==> src/rtl/cpu_ctrl_pkg.sv <==
// cpu_ctrl_pkg: shared types and encodings for the multicycle CPU controller.
//   state_e          controller states (StIrq only exists when CTRL_IRQ_EN is defined)
//   MAJ_*            opcode[5:4] major field values
//   OP_*             I-type sub-opcodes (opcode[3:0])
//   ALU_ADD/ALU_SUB  ALU operation codes
//   MTR_*/PCS_*/SRCB_*  datapath mux encodings
// Configuration macro: CTRL_IRQ_EN adds the interrupt-entry state.
package cpu_ctrl_pkg;

    typedef enum logic [4:0] {
        StRst, StIf, StId, StExR, StExIs, StExIz, StR1Rd, StBrc, StJmp,
        StMemRd, StMemWr, StWbAlu, StWbMdr, StWbLi, StWbLui, StErr
`ifdef CTRL_IRQ_EN
        , StIrq
`endif
    } state_e;

    localparam logic [1:0] MAJ_J  = 2'b00;
    localparam logic [1:0] MAJ_R  = 2'b01;
    localparam logic [1:0] MAJ_BR = 2'b10;
    localparam logic [1:0] MAJ_I  = 2'b11;

    localparam logic [3:0] OP_ADDI = 4'h2;
    localparam logic [3:0] OP_SUBI = 4'h3;
    localparam logic [3:0] OP_ORI  = 4'h4;
    localparam logic [3:0] OP_ANDI = 4'h5;
    localparam logic [3:0] OP_XORI = 4'h6;
    localparam logic [3:0] OP_SLTI = 4'h7;
    localparam logic [3:0] OP_LI   = 4'h9;
    localparam logic [3:0] OP_LUI  = 4'hA;
    localparam logic [3:0] OP_LWI  = 4'hB;
    localparam logic [3:0] OP_SWI  = 4'hC;

    localparam logic [3:0] ALU_ADD = 4'd2;
    localparam logic [3:0] ALU_SUB = 4'd3;

    localparam logic [1:0] MTR_ALU = 2'b00;
    localparam logic [1:0] MTR_MDR = 2'b01;
    localparam logic [1:0] MTR_LI  = 2'b10;
    localparam logic [1:0] MTR_LUI = 2'b11;

    localparam logic [1:0] PCS_ALU = 2'b00;
    localparam logic [1:0] PCS_BR  = 2'b01;
    localparam logic [1:0] PCS_JMP = 2'b10;
    localparam logic [1:0] PCS_VEC = 2'b11;

    localparam logic [1:0] SRCB_REG  = 2'b00;
    localparam logic [1:0] SRCB_FOUR = 2'b01;
    localparam logic [1:0] SRCB_IMM  = 2'b10;
    localparam logic [1:0] SRCB_ZIMM = 2'b11;

    // States that wait on a memory ready and therefore own the wait counter.
    function automatic logic is_wait_state(state_e s);
        return (s == StIf) || (s == StMemRd) || (s == StMemWr);
    endfunction

endpackage

==> src/rtl/ctrl_wait_timer.sv <==
// ctrl_wait_timer: counts consecutive wait cycles in a memory state.
//   clk, reset_n  clock and asynchronous active-low reset
//   clear         zero the count (state entry)
//   enable        count this cycle (ready low)
//   limit_hit     count equals WAIT_MAX; never asserted when WAIT_MAX is 0
module ctrl_wait_timer #(
    parameter int unsigned WAIT_MAX = 15
) (
    input  logic clk,
    input  logic reset_n,
    input  logic clear,
    input  logic enable,
    output logic limit_hit
);

    localparam int unsigned CntW = (WAIT_MAX > 0) ? $clog2(WAIT_MAX + 1) : 1;

    logic [CntW-1:0] cnt_q, cnt_d;

    assign limit_hit = (WAIT_MAX != 0) && (cnt_q == CntW'(WAIT_MAX));

    always_comb begin
        cnt_d = cnt_q;
        if (clear) begin
            cnt_d = '0;
        end else if (enable && !limit_hit) begin
            cnt_d = cnt_q + CntW'(1);
        end
    end

    always_ff @(posedge clk or negedge reset_n) begin
        if (!reset_n) begin
            cnt_q <= '0;
        end else begin
            cnt_q <= cnt_d;
        end
    end

endmodule

==> src/rtl/multicycle_ctrl.sv <==
// multicycle_ctrl: control FSM for the 32-bit multicycle CPU.
//   clk, reset_n          clock, asynchronous active-low reset
//   opcode[5:0]           IR[31:26]
//   imem_ready/dmem_ready memory handshakes; irq level interrupt request
//   PCWrite..ALUSrcA      datapath strobes/selects; MemtoReg, PCSource, ALUSrcB mux selects
//   ALUSel                ALU operation (opcode[3:0] zero-extended in execute states)
//   EPCWrite, irq_ack     interrupt entry strobes (tied low without CTRL_IRQ_EN)
//   illegal_op            one-cycle pulse after decoding an unknown I-type opcode
//   bus_err               sticky wait-state timeout flag
// Configuration macro: CTRL_IRQ_EN enables interrupt entry at instruction boundaries.
module multicycle_ctrl #(
    parameter int unsigned ALUSEL_W = 4,
    parameter int unsigned WAIT_MAX = 15
) (
    input  logic                clk,
    input  logic                reset_n,
    input  logic [5:0]          opcode,
    input  logic                imem_ready,
    input  logic                dmem_ready,
    input  logic                irq,
    output logic                PCWrite,
    output logic                PCWriteCond,
    output logic                IRWrite,
    output logic                DMEMWrite,
    output logic                DMEMRead,
    output logic                RegWrite,
    output logic                RegReadSel,
    output logic                ALUSrcA,
    output logic [1:0]          MemtoReg,
    output logic [1:0]          PCSource,
    output logic [1:0]          ALUSrcB,
    output logic [ALUSEL_W-1:0] ALUSel,
    output logic                EPCWrite,
    output logic                irq_ack,
    output logic                illegal_op,
    output logic                bus_err
);
    import cpu_ctrl_pkg::*;

    state_e     state_q, state_d;
    logic       illegal_q, illegal_d;
    logic [1:0] major;
    logic [3:0] sub;
    logic       timer_clear, timer_en, limit_hit;

    assign major = opcode[5:4];
    assign sub   = opcode[3:0];

`ifndef CTRL_IRQ_EN
    logic unused_irq;
    assign unused_irq = irq;
`endif

    always_comb begin
        state_d   = state_q;
        illegal_d = 1'b0;
        unique case (state_q)
            StRst: state_d = StIf;
            StIf: begin
                if (imem_ready)     state_d = StId;
                else if (limit_hit) state_d = StErr;
            end
            StId: begin
                unique case (major)
                    MAJ_J:  state_d = (sub == 4'h0) ? StIf : StJmp;
                    MAJ_R:  state_d = StExR;
                    MAJ_BR: state_d = StR1Rd;
                    MAJ_I: begin
                        case (sub)
                            OP_ADDI, OP_SUBI, OP_SLTI: state_d = StExIs;
                            OP_ORI, OP_ANDI, OP_XORI:  state_d = StExIz;
                            OP_LWI:                    state_d = StMemRd;
                            OP_LI, OP_LUI, OP_SWI:     state_d = StR1Rd;
                            default: begin
                                state_d   = StIf;
                                illegal_d = 1'b1;
                            end
                        endcase
                    end
                endcase
            end
            StExR, StExIs, StExIz: state_d = StWbAlu;
            StR1Rd: begin
                if (major == MAJ_BR) begin
                    state_d = StBrc;
                end else begin
                    case (sub)
                        OP_LI:   state_d = StWbLi;
                        OP_LUI:  state_d = StWbLui;
                        OP_SWI:  state_d = StMemWr;
                        default: state_d = StIf;
                    endcase
                end
            end
            StMemRd: begin
                if (dmem_ready)     state_d = StWbMdr;
                else if (limit_hit) state_d = StErr;
            end
            StMemWr: begin
                if (dmem_ready)     state_d = StIf;
                else if (limit_hit) state_d = StErr;
            end
            StWbAlu, StWbMdr, StWbLi, StWbLui, StBrc, StJmp: state_d = StIf;
            StErr: state_d = StErr;
`ifdef CTRL_IRQ_EN
            StIrq: state_d = StIf;
`endif
            default: state_d = StRst;
        endcase
`ifdef CTRL_IRQ_EN
        // Divert only instruction-boundary entries into IF; fetch stalls, reset
        // exit and the IRQ state itself are not boundaries.
        if (irq && (state_d == StIf) && (state_q != StIf) && (state_q != StRst) &&
            (state_q != StIrq)) begin
            state_d = StIrq;
        end
`endif
    end

    assign timer_clear = (state_d != state_q) && is_wait_state(state_d);
    assign timer_en    = ((state_q == StIf) && !imem_ready) ||
                         (((state_q == StMemRd) || (state_q == StMemWr)) && !dmem_ready);

    ctrl_wait_timer #(
        .WAIT_MAX (WAIT_MAX)
    ) u_wait_timer (
        .clk       (clk),
        .reset_n   (reset_n),
        .clear     (timer_clear),
        .enable    (timer_en),
        .limit_hit (limit_hit)
    );

    always_comb begin
        PCWrite     = 1'b0;
        PCWriteCond = 1'b0;
        IRWrite     = 1'b0;
        DMEMWrite   = 1'b0;
        DMEMRead    = 1'b0;
        RegWrite    = 1'b0;
        RegReadSel  = 1'b0;
        ALUSrcA     = 1'b0;
        MemtoReg    = MTR_ALU;
        PCSource    = PCS_ALU;
        ALUSrcB     = SRCB_REG;
        ALUSel      = '0;
        EPCWrite    = 1'b0;
        irq_ack     = 1'b0;
        bus_err     = 1'b0;
        unique case (state_q)
            StRst: begin
                PCWrite  = 1'b1;
                PCSource = PCS_VEC;
            end
            StIf: begin
                PCWrite = imem_ready;
                IRWrite = imem_ready;
                ALUSrcB = SRCB_FOUR;
                ALUSel  = ALUSEL_W'(ALU_ADD);
            end
            StId: begin
                ALUSrcB = SRCB_IMM;
                ALUSel  = ALUSEL_W'(ALU_ADD);
            end
            StExR, StExIs, StExIz: begin
                ALUSrcA = 1'b1;
                ALUSel  = ALUSEL_W'(sub);
                if (state_q == StExIs)      ALUSrcB = SRCB_IMM;
                else if (state_q == StExIz) ALUSrcB = SRCB_ZIMM;
            end
            StR1Rd: begin
                RegReadSel = 1'b1;
                ALUSrcB    = SRCB_IMM;
                ALUSel     = ALUSEL_W'(ALU_ADD);
            end
            StBrc: begin
                PCWriteCond = 1'b1;
                PCSource    = PCS_BR;
                ALUSrcA     = 1'b1;
                ALUSel      = ALUSEL_W'(ALU_SUB);
                RegReadSel  = 1'b1;
            end
            StJmp: begin
                PCWrite  = 1'b1;
                PCSource = PCS_JMP;
            end
            StMemRd: DMEMRead  = 1'b1;
            StMemWr: DMEMWrite = 1'b1;
            StWbAlu: RegWrite  = 1'b1;
            StWbMdr: begin
                RegWrite = 1'b1;
                MemtoReg = MTR_MDR;
            end
            StWbLi: begin
                RegWrite = 1'b1;
                MemtoReg = MTR_LI;
            end
            StWbLui: begin
                RegWrite = 1'b1;
                MemtoReg = MTR_LUI;
            end
            StErr: bus_err = 1'b1;
`ifdef CTRL_IRQ_EN
            StIrq: begin
                PCWrite  = 1'b1;
                PCSource = PCS_VEC;
                EPCWrite = 1'b1;
                irq_ack  = 1'b1;
            end
`endif
            default: ;
        endcase
    end

    assign illegal_op = illegal_q;

    always_ff @(posedge clk or negedge reset_n) begin
        if (!reset_n) begin
            state_q   <= StRst;
            illegal_q <= 1'b0;
        end else begin
            state_q   <= state_d;
            illegal_q <= illegal_d;
        end
    end

endmodule

==> config.mk <==
export PLATFORM = sky130hd
export DESIGN_NAME = multicycle_ctrl
export DESIGN_NICKNAME = d
export VERILOG_FILES = /design/src/rtl/cpu_ctrl_pkg.sv /design/src/rtl/ctrl_wait_timer.sv /design/src/rtl/multicycle_ctrl.sv
export SDC_FILE = /design/constraint.sdc
export NUM_CORES = 1
export LEC_CHECK = 0
export CORE_ASPECT_RATIO = 0.6
export CORE_MARGIN = 1.5
export CORE_UTILIZATION = 48
export DETAILED_ROUTE_END_ITERATION = 8
export MAX_ROUTING_LAYER = met4
export PLACE_DENSITY_LB_ADDON = 0.05
export SYNTH_ARGS = -nofsm -noshare
export SYNTH_HDL_FRONTEND = slang
export SYNTH_SLANG_ARGS = --single-unit
==> constraint.sdc <==
create_clock -name clk -period 2.96 [get_ports clk]
set_input_delay 0.444 -clock clk [delete_from_list [all_inputs] [get_ports clk]]
set_output_delay 0.444 -clock clk [all_outputs]
set_load 0.1 [all_outputs]
# Yosys cells after proc, flatten, opt, wreduce, memory -nomap -nowiden
# Cells that the tools add are included.
[classes] mux=30 n_reduce_logical=27 eq_ne=33 add_sub_neg=1
[op_table] cell="equality test 5 x 4 -> 1 bit (second input constant)" count=10
[op_table] cell="one-hot mux 5 bit (8 select lines)" count=1
[op_table] cell="one-hot mux 4 bit (3 select lines)" count=2
[op_table] cell="equality test 4 bit (second input constant)" count=5
[op_table] cell="equality test 5 x 3 -> 1 bit (second input constant)" count=4
[op_table] cell="2-to-1 mux 5 bit" count=4
[op_table] cell="one-hot mux 5 bit (4 select lines)" count=1
[op_table] cell="one-hot mux 2 bit (3 select lines)" count=3
[op_table] cell="equality test 4 x 3 -> 1 bit (second input constant)" count=4
[op_table] cell="2-to-1 mux 4 bit" count=4
[op_table] cell="one-hot mux 4 bit (4 select lines)" count=1
[op_table] cell="OR reduction 3 bit" count=5
[op_table] cell="2-to-1 mux 1 bit" count=11
[op_table] cell="equality test 5 x 1 -> 1 bit (second input constant)" count=2
[op_table] cell="equality test 5 x 2 -> 1 bit (second input constant)" count=2
[op_table] cell="OR reduction 10 bit" count=1
[op_table] cell="equality test 4 x 2 -> 1 bit (second input constant)" count=2
[op_table] cell="OR reduction 4 bit" count=2
[op_table] cell="OR reduction 7 bit" count=1
[op_table] cell="OR reduction 2 bit" count=3
[op_table] cell="zero test 5 bit" count=1
[op_table] cell="!= test 5 bit" count=1
[op_table] cell="adder 4 x 1 -> 4 bit (second input constant)" count=1
[op_table] cell="equality test 2 bit (second input constant)" count=2
[op_table] cell="other kinds (9)" count=18
[word_totals] regBits=10 wordCells=94 inputBits=11

# Longest topological paths before layout
# Gate-level depths: netlist (run 1).
[depth] ltp_word=10 depth_mapped=9 ltp_nobuf=8

# Modules after synthesis
# Synthesis (run 1) repeated with hierarchy kept, for this count alone.
[hier_totals] hier_cells=152 area_unflattened_um2=1139.8
[modules_own_cells] module="multicycle_ctrl" area_each_um2=910.9 instances=1 seq_area_each_um2=150.1 cells_each=132
[modules_own_cells] module="ctrl_wait_timer" area_each_um2=229.0 instances=1 seq_area_each_um2=100.1 cells_each=20

# Least setup slack after synthesis (run 1)
# OpenSTA, ideal clock, no wires.
[synth_path] kind="register to output" startpoint="register state_q[2]" endpoint="output PCWrite" path_stages_with_launch=5 arrival_ns=4.484 required_ns=2.516 setup_slack_ns=-1.968 cell_sequence="dfrtp_1 -> clkbuf_1 -> clkbuf_1 -> nor4_1 -> or2_2"
[synth_via] elab_chain_len=3
[synth_rtl] element="start, declared" line_no="multicycle_ctrl.sv:40" text="state_e state_q, state_d;"
[synth_rtl] element="start signal, assigned" line_no="multicycle_ctrl.sv:219" text="state_q <= StRst;"
[synth_rtl] element="start signal, assigned" line_no="multicycle_ctrl.sv:222" text="state_q <= state_d;"
[synth_rtl] element="equality test 5 x 4 -> 1 bit / zero test 5 bit (equally long branches)" line_no="multicycle_ctrl.sv:150" text="unique case (state_q)"
[synth_rtl] element="OR reduction 2 bit (no line)"
[synth_rtl] element="one-hot mux 1 bit (2 select lines) (*)" line_no="multicycle_ctrl.sv:150"
[synth_rtl] element="end, declared" line_no="multicycle_ctrl.sv:21" text="output logic PCWrite,"
# Every way passes the cells marked *; elsewhere a longest branch is shown, timed or not.

# Worst setup path in the final report (run 1)
[layout_path] startpoint="register state_q[0]" endpoint="register u_wait_timer.cnt_q[2]"
[layout_via] elab_chain_len=8
[layout_rtl] element="equality test 5 x 3 -> 1 bit (tied with other cells)" line_no="multicycle_ctrl.sv:57" text="unique case (state_q)"
[layout_rtl] element="OR reduction 7 bit (no line) (tied with other cells)"
[layout_rtl] element="one-hot mux 5 bit (8 select lines)" line_no="multicycle_ctrl.sv:57"
[layout_rtl] element="equality test 5 x 1 -> 1 bit / equality test 5 x 4 -> 1 bit (equally long branches)" line_no="cpu_ctrl_pkg.sv:54" text="return (s == StIf) || (s == StMemRd) || (s == StMemWr);"
[layout_rtl] element="logical OR 1 bit (2 in a row)" line_no="cpu_ctrl_pkg.sv:54"
[layout_rtl] element="logical AND 1 bit" line_no="multicycle_ctrl.sv:120" text="assign timer_clear = (state_d != state_q) && is_wait_state(state_d);"
[layout_rtl] element="2-to-1 mux 4 bit / nonzero test 2 bit (equally long branches)"
[layout_rtl] element="end signal, assigned" line_no="ctrl_wait_timer.sv:35" text="cnt_q <= cnt_d;"
[layout_rtl] element="end, declared" line_no="ctrl_wait_timer.sv:18" text="logic [CntW-1:0] cnt_q, cnt_d;"
# Parallel ways exist; a longest one is shown, timed or not.
# A chain may end at the register's enable or synchronous reset.

==> results.md, run 1 <==
* Width of the chip at 67.18 um
* Ys flop type: dfrtp_1
* Total number of yosys warnings at 0
* Seq cells post-synth at 10
* Cell chain of the critical path: or3b_4, or3_4, a2111o_1, o211a_1, or3_1, a21oi_2, nor3_1
* Final Skew at 0.003339 ns
* Max clock buf depth at 2
* Post-Syn Area at 1186 um2
* Req. time, crit path at 3.08 ns
* CTS tree: yes
* Vias in the first global route at 1,175
* Clk root buf: clkbuf_8
* Synth unique cells at 50
* Path type of the worst min-delay path: input pin to async pin
* Reg clk slew, reported paths at 0.05 ns
* R2R depth at 7
* # Post-CTS Setup Buffers at 0
* Worst slew margin at 65.50%
* Pre-CTS setup slack at 0.1279 ns
* Async SR Flop Fraction at 100.0%
* Mapped Cells at 169
* Cell family with most CP delay: simple AND/OR/NAND/NOR gates
* First-pass GRT wire length at 5347 um
* Final-report max-slew violation count at 0
* Setup_tns at 0 ns
* Seq/Total Area, Yosys at 21.10%
* EDFF count, synth at 0
* Via density per instance at 6.090
* PostCTS Resize Cnt at 0
* Area grow syn2layout at 29.54%
* 1st-iter DRT viols at 158
* DR vias at 1,352
* Total GRT Usage at 26.06%
* Static leakage at 0.6356 nW
* Placer congestion estimate at 0.8667
* Initial antenna violation count at 0
* Crit Path Category: flip-flop to flip-flop
* PortBufs at 29
* H-tree Lvls at 1
* RSZ-0062 raised after global routing: no
* # DRC at 0
* Maximum fanout along the worst path at 5
* Core Area at 2245 um2
* # diodes at 0
* Die area at 2788 um2
* Grt ovf at 0
* Critical path endpoint category: flip-flop
* VDD IR max at 0.0004073 V
* Post-route ant nets at 0
* # rows at 13
* Routed WL at 3416 um
* Crit path DAT at 2.80 ns
* Max Cap Viol at 0
* Worst slew pin tran at 0.5135 ns
* Syn avg cell area at 7.019 um2
* Most frequent cells in the layout: 23 x buf_4, 13 x nor2_1, 12 x nand2_1
* Starting Density at 52.84%
* Final nets at 205
* CP max stage delay at 0.43 ns
* Final setup margin at 0.2789 ns
* Status: complete, no violations
* Worst skew pair latency at 0.24 ns
* Hold-fix buffers, CTS at 0
* Final period utilization at 90.58%
* Crit-path slowest cell: or3b_4
* Layout cells sized above 1 at 25.00%
* Hpwl dp at 2523 um
* Placed Instances at 218
* Ports at 33
* Minimum clock period after layout at 2.681 ns
* Pwr dens at 816.1 nW/um2
* Critical path depth at 7
* Largest net degree at the start of global routing at 18
* Fmax at 373.0 MHz
* CP bufs+invs at 0
* Clock Sinks at 10
* Setup-failing EPs final at 0
* Final Instance Count excl. Fillers at 222
* Die Height at 41.51 um
* Drt first pass iters at 4
* Hold Violations, Final at 0
* Routed len/inst at 15.39 um
* Startpoint Class: flip-flop
* Commonest non-fill, non-tap cell in the layout: buf_4
* CTS buffer count at 3
==> through the flow <==
stage	area [um2]	power, mW	hold WS [ns]	utilization (%)
2_1_floorplan	1224	0.8849	0.1484	-
3_3_place_gp	1481	1.045	0.5383	66.00
3_5_place_dp	1481	1.064	0.5530	66.00
4_1_cts	1536	1.247	0.5302	68.45
5_1_grt	1536	1.320	0.5394	68.45
6_report	1536	1.254	0.5319	68.45
==> cell type report <==
| class | instances | area (um2) |
|---|---|---|
| sequential | 10 | 250.2 |
| tap | 30 | 37.54 |
| multi-input combinational | 134 | 853.3 |
| fill | 199 | 708.2 |
| timing repair buffer | 34 | 302.8 |
| clock buffer | 4 | 55.05 |
| inverter | 10 | 37.54 |
==> logic make-up after synthesis <==
family | Yosys count | synth area share, %
AOI/OAI and AO/OA | 43 | 25.42
buffers and inverters | 27 | 10.13
muxes | 2 | 1.793
DFF | 10 | 21.10
adders and majority gates | 1 | 1.055
and+or+nand+nor | 81 | 37.24
xor gates and xnor gates | 4 | 2.954
other | 1 | 0.3162
==> cells in the mapped netlist (2+ instances only) <==
cell      number  area (um2)
nor4_1         4       25.02
and2_1         2       12.51
buf_4          3       22.52
o32a_1         2       20.02
xor2_1         3       26.28
dfrtp_1       10       250.2
or3_1          2       12.51
o21a_1         2       15.01
a31o_2         2       17.52
nand2_1       12       45.04
a21oi_1       11       55.05
inv_1         10       37.54
nand2b_1       6       37.54
nor2_1        15       56.30
or2_2          5       31.28
nor3_1        14       70.07
nand3_1        7       35.03
nand4_1        2       12.51
a31oi_1        4       25.02
o22a_1         3       26.28
a211oi_1       3       22.52
o21ai_0        6       30.03
nor2b_1        2       12.51
clkbuf_1      13       48.80
==> sequential cells by signal (all words and copies together), names as in the netlist <==
register and cells:
u_wait_timer.cnt_q 4, illegal_op 1, state_q 5
==> final timing paths <==
| check | startpoint | endpoint | slack [ns] |
|---|---|---|---|
| max | state_q[0] | u_wait_timer.cnt_q[2] | 0.28 |
| min | reset_n | u_wait_timer.cnt_q[1] | 0.53 |
| max reg2reg | state_q[0] | u_wait_timer.cnt_q[2] | 0.28 |
| min reg2reg | u_wait_timer.cnt_q[1] | u_wait_timer.cnt_q[1] | 0.57 |
| max in group asynchronous | reset_n | state_q[2] | 2.10 |
| min in group clk | u_wait_timer.cnt_q[1] | u_wait_timer.cnt_q[1] | 0.57 |
==> power breakdown <==
group          switching, mW  total [mW]  internal (mW)
registers             0.0213       0.185          0.163
clock network         0.0604       0.178          0.117
logic                  0.639       0.891          0.252
total                  0.721        1.25          0.533
==> metal layers <==
layer  up-vias  wire length [um]  GRT usage [%]  part of all wire, %
li1        652                 -              -                    -
met1       643              1589          35.17                   47
met2        52              1505          38.42                   44
met3         5               289          7.046                  8.5
met4         0                31          6.939                 0.91
met5         -                 0              -                    0
Note: power is estimated with default switching activity, not from simulation.
==> run 2: changes to the inputs <==
--- a/config.mk
+++ b/config.mk
@@ -11,6 +11,7 @@
 export DETAILED_ROUTE_END_ITERATION = 8
 export MAX_ROUTING_LAYER = met4
 export PLACE_DENSITY_LB_ADDON = 0.05
+export SETUP_SLACK_MARGIN = 0.5
 export SYNTH_ARGS = -nofsm -noshare
 export SYNTH_HDL_FRONTEND = slang
 export SYNTH_SLANG_ARGS = --single-unit
==> results.md, run 2 (synthesis gave the netlist of run 1 again) <==
* Placer congestion estimate at 0.9636 (+11%)
* Routed WL at 3956 um (+16%)
* # rows at 13 (unchanged)
* Most frequent cells in the layout: 22 x buf_4, 12 x nand2_1, 10 x nor2_1, 10 x dfrtp_1
* Die area at 2788 um2 (unchanged)
* Commonest non-fill, non-tap cell in the layout: buf_4
* Ports at 33 (unchanged)
* Crit Path Category: flip-flop to flip-flop
* Final-report max-slew violation count at 0 (unchanged)
* Post-route ant nets at 0 (unchanged)
* Startpoint Class: flip-flop
* Setup-failing EPs final at 0 (unchanged)
* Crit-path slowest cell: or3b_4
* Critical path endpoint category: flip-flop
* Biggest register: state_q
* Vias in the first global route at 1,319 (+12%)
* Largest net degree at the start of global routing at 18 (unchanged)
* Setup_tns at 0 ns (unchanged)
* Final Skew at 0.002522 ns (-0.0008173 ns)
* Max reg flops at 5 (unchanged)
* Worst slew margin at 59.99% (-5.5 points)
* # diodes at 0 (unchanged)
* Width of the chip at 67.18 um (unchanged)
* Area grow syn2layout at 53.16%
* Max clock buf depth at 2 (unchanged)
* Clock share of power at 12.4% (-1.8 points)
* Reg clk slew, reported paths at 0.05 ns (about the same)
* Max Cap Viol at 0 (unchanged)
* CP max stage delay at 0.42 ns (about the same)
* Routed len/inst at 17.43 um (+13%)
* Fmax at 397.2 MHz (+6.5%)
* Via density per instance at 6.401 (+5.1%)
* Static leakage at 0.7183 nW (+13%)
* Clock Sinks at 10 (unchanged)
* Die Height at 41.51 um (unchanged)
* 1st-iter DRT viols at 217 (+37%)
* VDD IR max at 0.0004936 V (+21%)
* Hold-fix buffers, CTS at 0 (unchanged)
* Area after DPL at 1687 um2 (+14%)
* Status: complete, no violations
* Fill count at 136 (-32%)
* Cell chain of the critical path: or3b_4, or3_4, a2111o_1, o211a_1, or3_4, a21oi_4, a21oi_1
* Path type of the worst min-delay path: input pin to async pin
* Register share of total power at 14.3% (-0.4 points)
* Total GRT Usage at 30.76% (+4.7 points)
* Switching pwr at 807.4 uW (+12%)
* CTS tree: yes
* Grt ovf at 0 (unchanged)
* Req. time, crit path at 3.08 ns (about the same)
* Clk root buf: clkbuf_8
* Crit path DAT at 2.64 ns (-0.16 ns)
* Total power draw at 1.425 mW (+14%)
* # DRC at 0 (unchanged)
* Core Area at 2245 um2 (unchanged)
* Initial antenna violation count at 0 (unchanged)
* CTS buffer count at 3 (unchanged)
* Combinational share of power at 73.2% (+2.1 points)
* Total internal power at 618.0 uW (+16%)
* H-tree Lvls at 1 (unchanged)
* PortBufs at 29 (unchanged)
* RSZ-0062 raised after global routing: yes
* Worst slew pin tran at 0.6001 ns (+0.08657 ns)
* Post-route cell area at 1817 um2 (+18%)
* Layout cells sized above 1 at 36.04% (+11 points)
* Worst skew pair latency at 0.24 ns (about the same)
* DR vias at 1,453 (+7.5%)
* Pwr dens at 784.6 nW/um2 (-3.9%)
* Sw Ratio at 56.64% (-0.85 points)
* Minimum clock period after layout at 2.518 ns (-0.1635 ns)
* Final period utilization at 85.05% (-5.5 points)
* Hpwl dp at 2695 um (+6.8%)
* CP most frequent cell: or3_4
* Hold Violations, Final at 0 (unchanged)
* Drt first pass iters at 5 (+1)
* Final nets at 210 (+2.4%)
* Maximum fanout along the worst path at 4 (-1)
* First-pass GRT wire length at 6334 um (+18%)
* Starting Density at 52.84% (unchanged)
-- run 2: worst max-delay path, delay by kind of cell, from the launching register on --
family	cells	cell delay, ns
AO/OA/AOI/OAI	4	0.82
flip-flops	1	0.39
AND/OR/NAND/NOR	3	1.18
-- run 2: repair_timing --
item	4_1_cts	5_1_grt
buffers inserted	3	1
pin swaps	4	0
gates cloned	0	0
endpoints found under the setup margin	5	6
resized for setup	8	5
-- run 2: cell type report --
type	count	area (um2)	share of cell area [%]
Multi-Input combinational cell	134	1021	56.20
Timing Repair Buffer	39	411.6	22.66
Sequential cell	10	250.2	13.77
Clock buffer	4	55.05	3.030
Inverter	10	41.29	2.273
Tap cell	30	37.54	2.066
-- run 2: stage by stage --
step / hold slack (ns) / setup WS, ns / cells / utilization [%]
5_1_grt: 0.5674 / 0.3683 / 227 / 80.94
6_report: 0.5115 / 0.4424 / 227 / 80.94
2_1_floorplan: 0.1484 / 0.2317 / 171 / -
3_3_place_gp: 0.5416 / 0.2563 / 219 / 75.14
4_1_cts: 0.5281 / 0.4995 / 226 / 79.38
3_5_place_dp: 0.5515 / 0.1639 / 219 / 75.14
-- run 2: power groups by stage --
stage | Sequential [mW] | Clock [mW] | Combinational [mW]
global placement | 0.199 | 0 | 0.963
floorplan | 0.178 | 0 | 0.803
global route | 0.207 | 0.184 | 1.09
CTS | 0.201 | 0.177 | 1.02
finish | 0.204 | 0.177 | 1.04
detailed placement | 0.202 | 0 | 0.979
-- run 2: path summary, 6_finish.rpt --
| kind | cells after the start | endpoint | slack [ns] | from |
|---|---|---|---|---|
| min in group clk | 2 | u_wait_timer.cnt_q[0] | 0.60 | u_wait_timer.cnt_q[0] |
| max reg2reg | 7 | u_wait_timer.cnt_q[1] | 0.44 | state_q[0] |
| max in group asynchronous | 1 | state_q[1] | 2.14 | reset_n |
| max | 7 | u_wait_timer.cnt_q[1] | 0.44 | state_q[0] |
| min | 1 | u_wait_timer.cnt_q[1] | 0.51 | reset_n |
| min reg2reg | 2 | u_wait_timer.cnt_q[0] | 0.60 | u_wait_timer.cnt_q[0] |
-- run 2: layer usage --
metal	part of all wire, %	GRT usage [%]	wire [um]	vias up
met3	9.3	8.130	366	16
met5	0	-	0	-
met4	2.0	9.388	78	0
li1	-	-	-	669
met2	48	47.72	1882	90
met1	41	39.23	1628	678
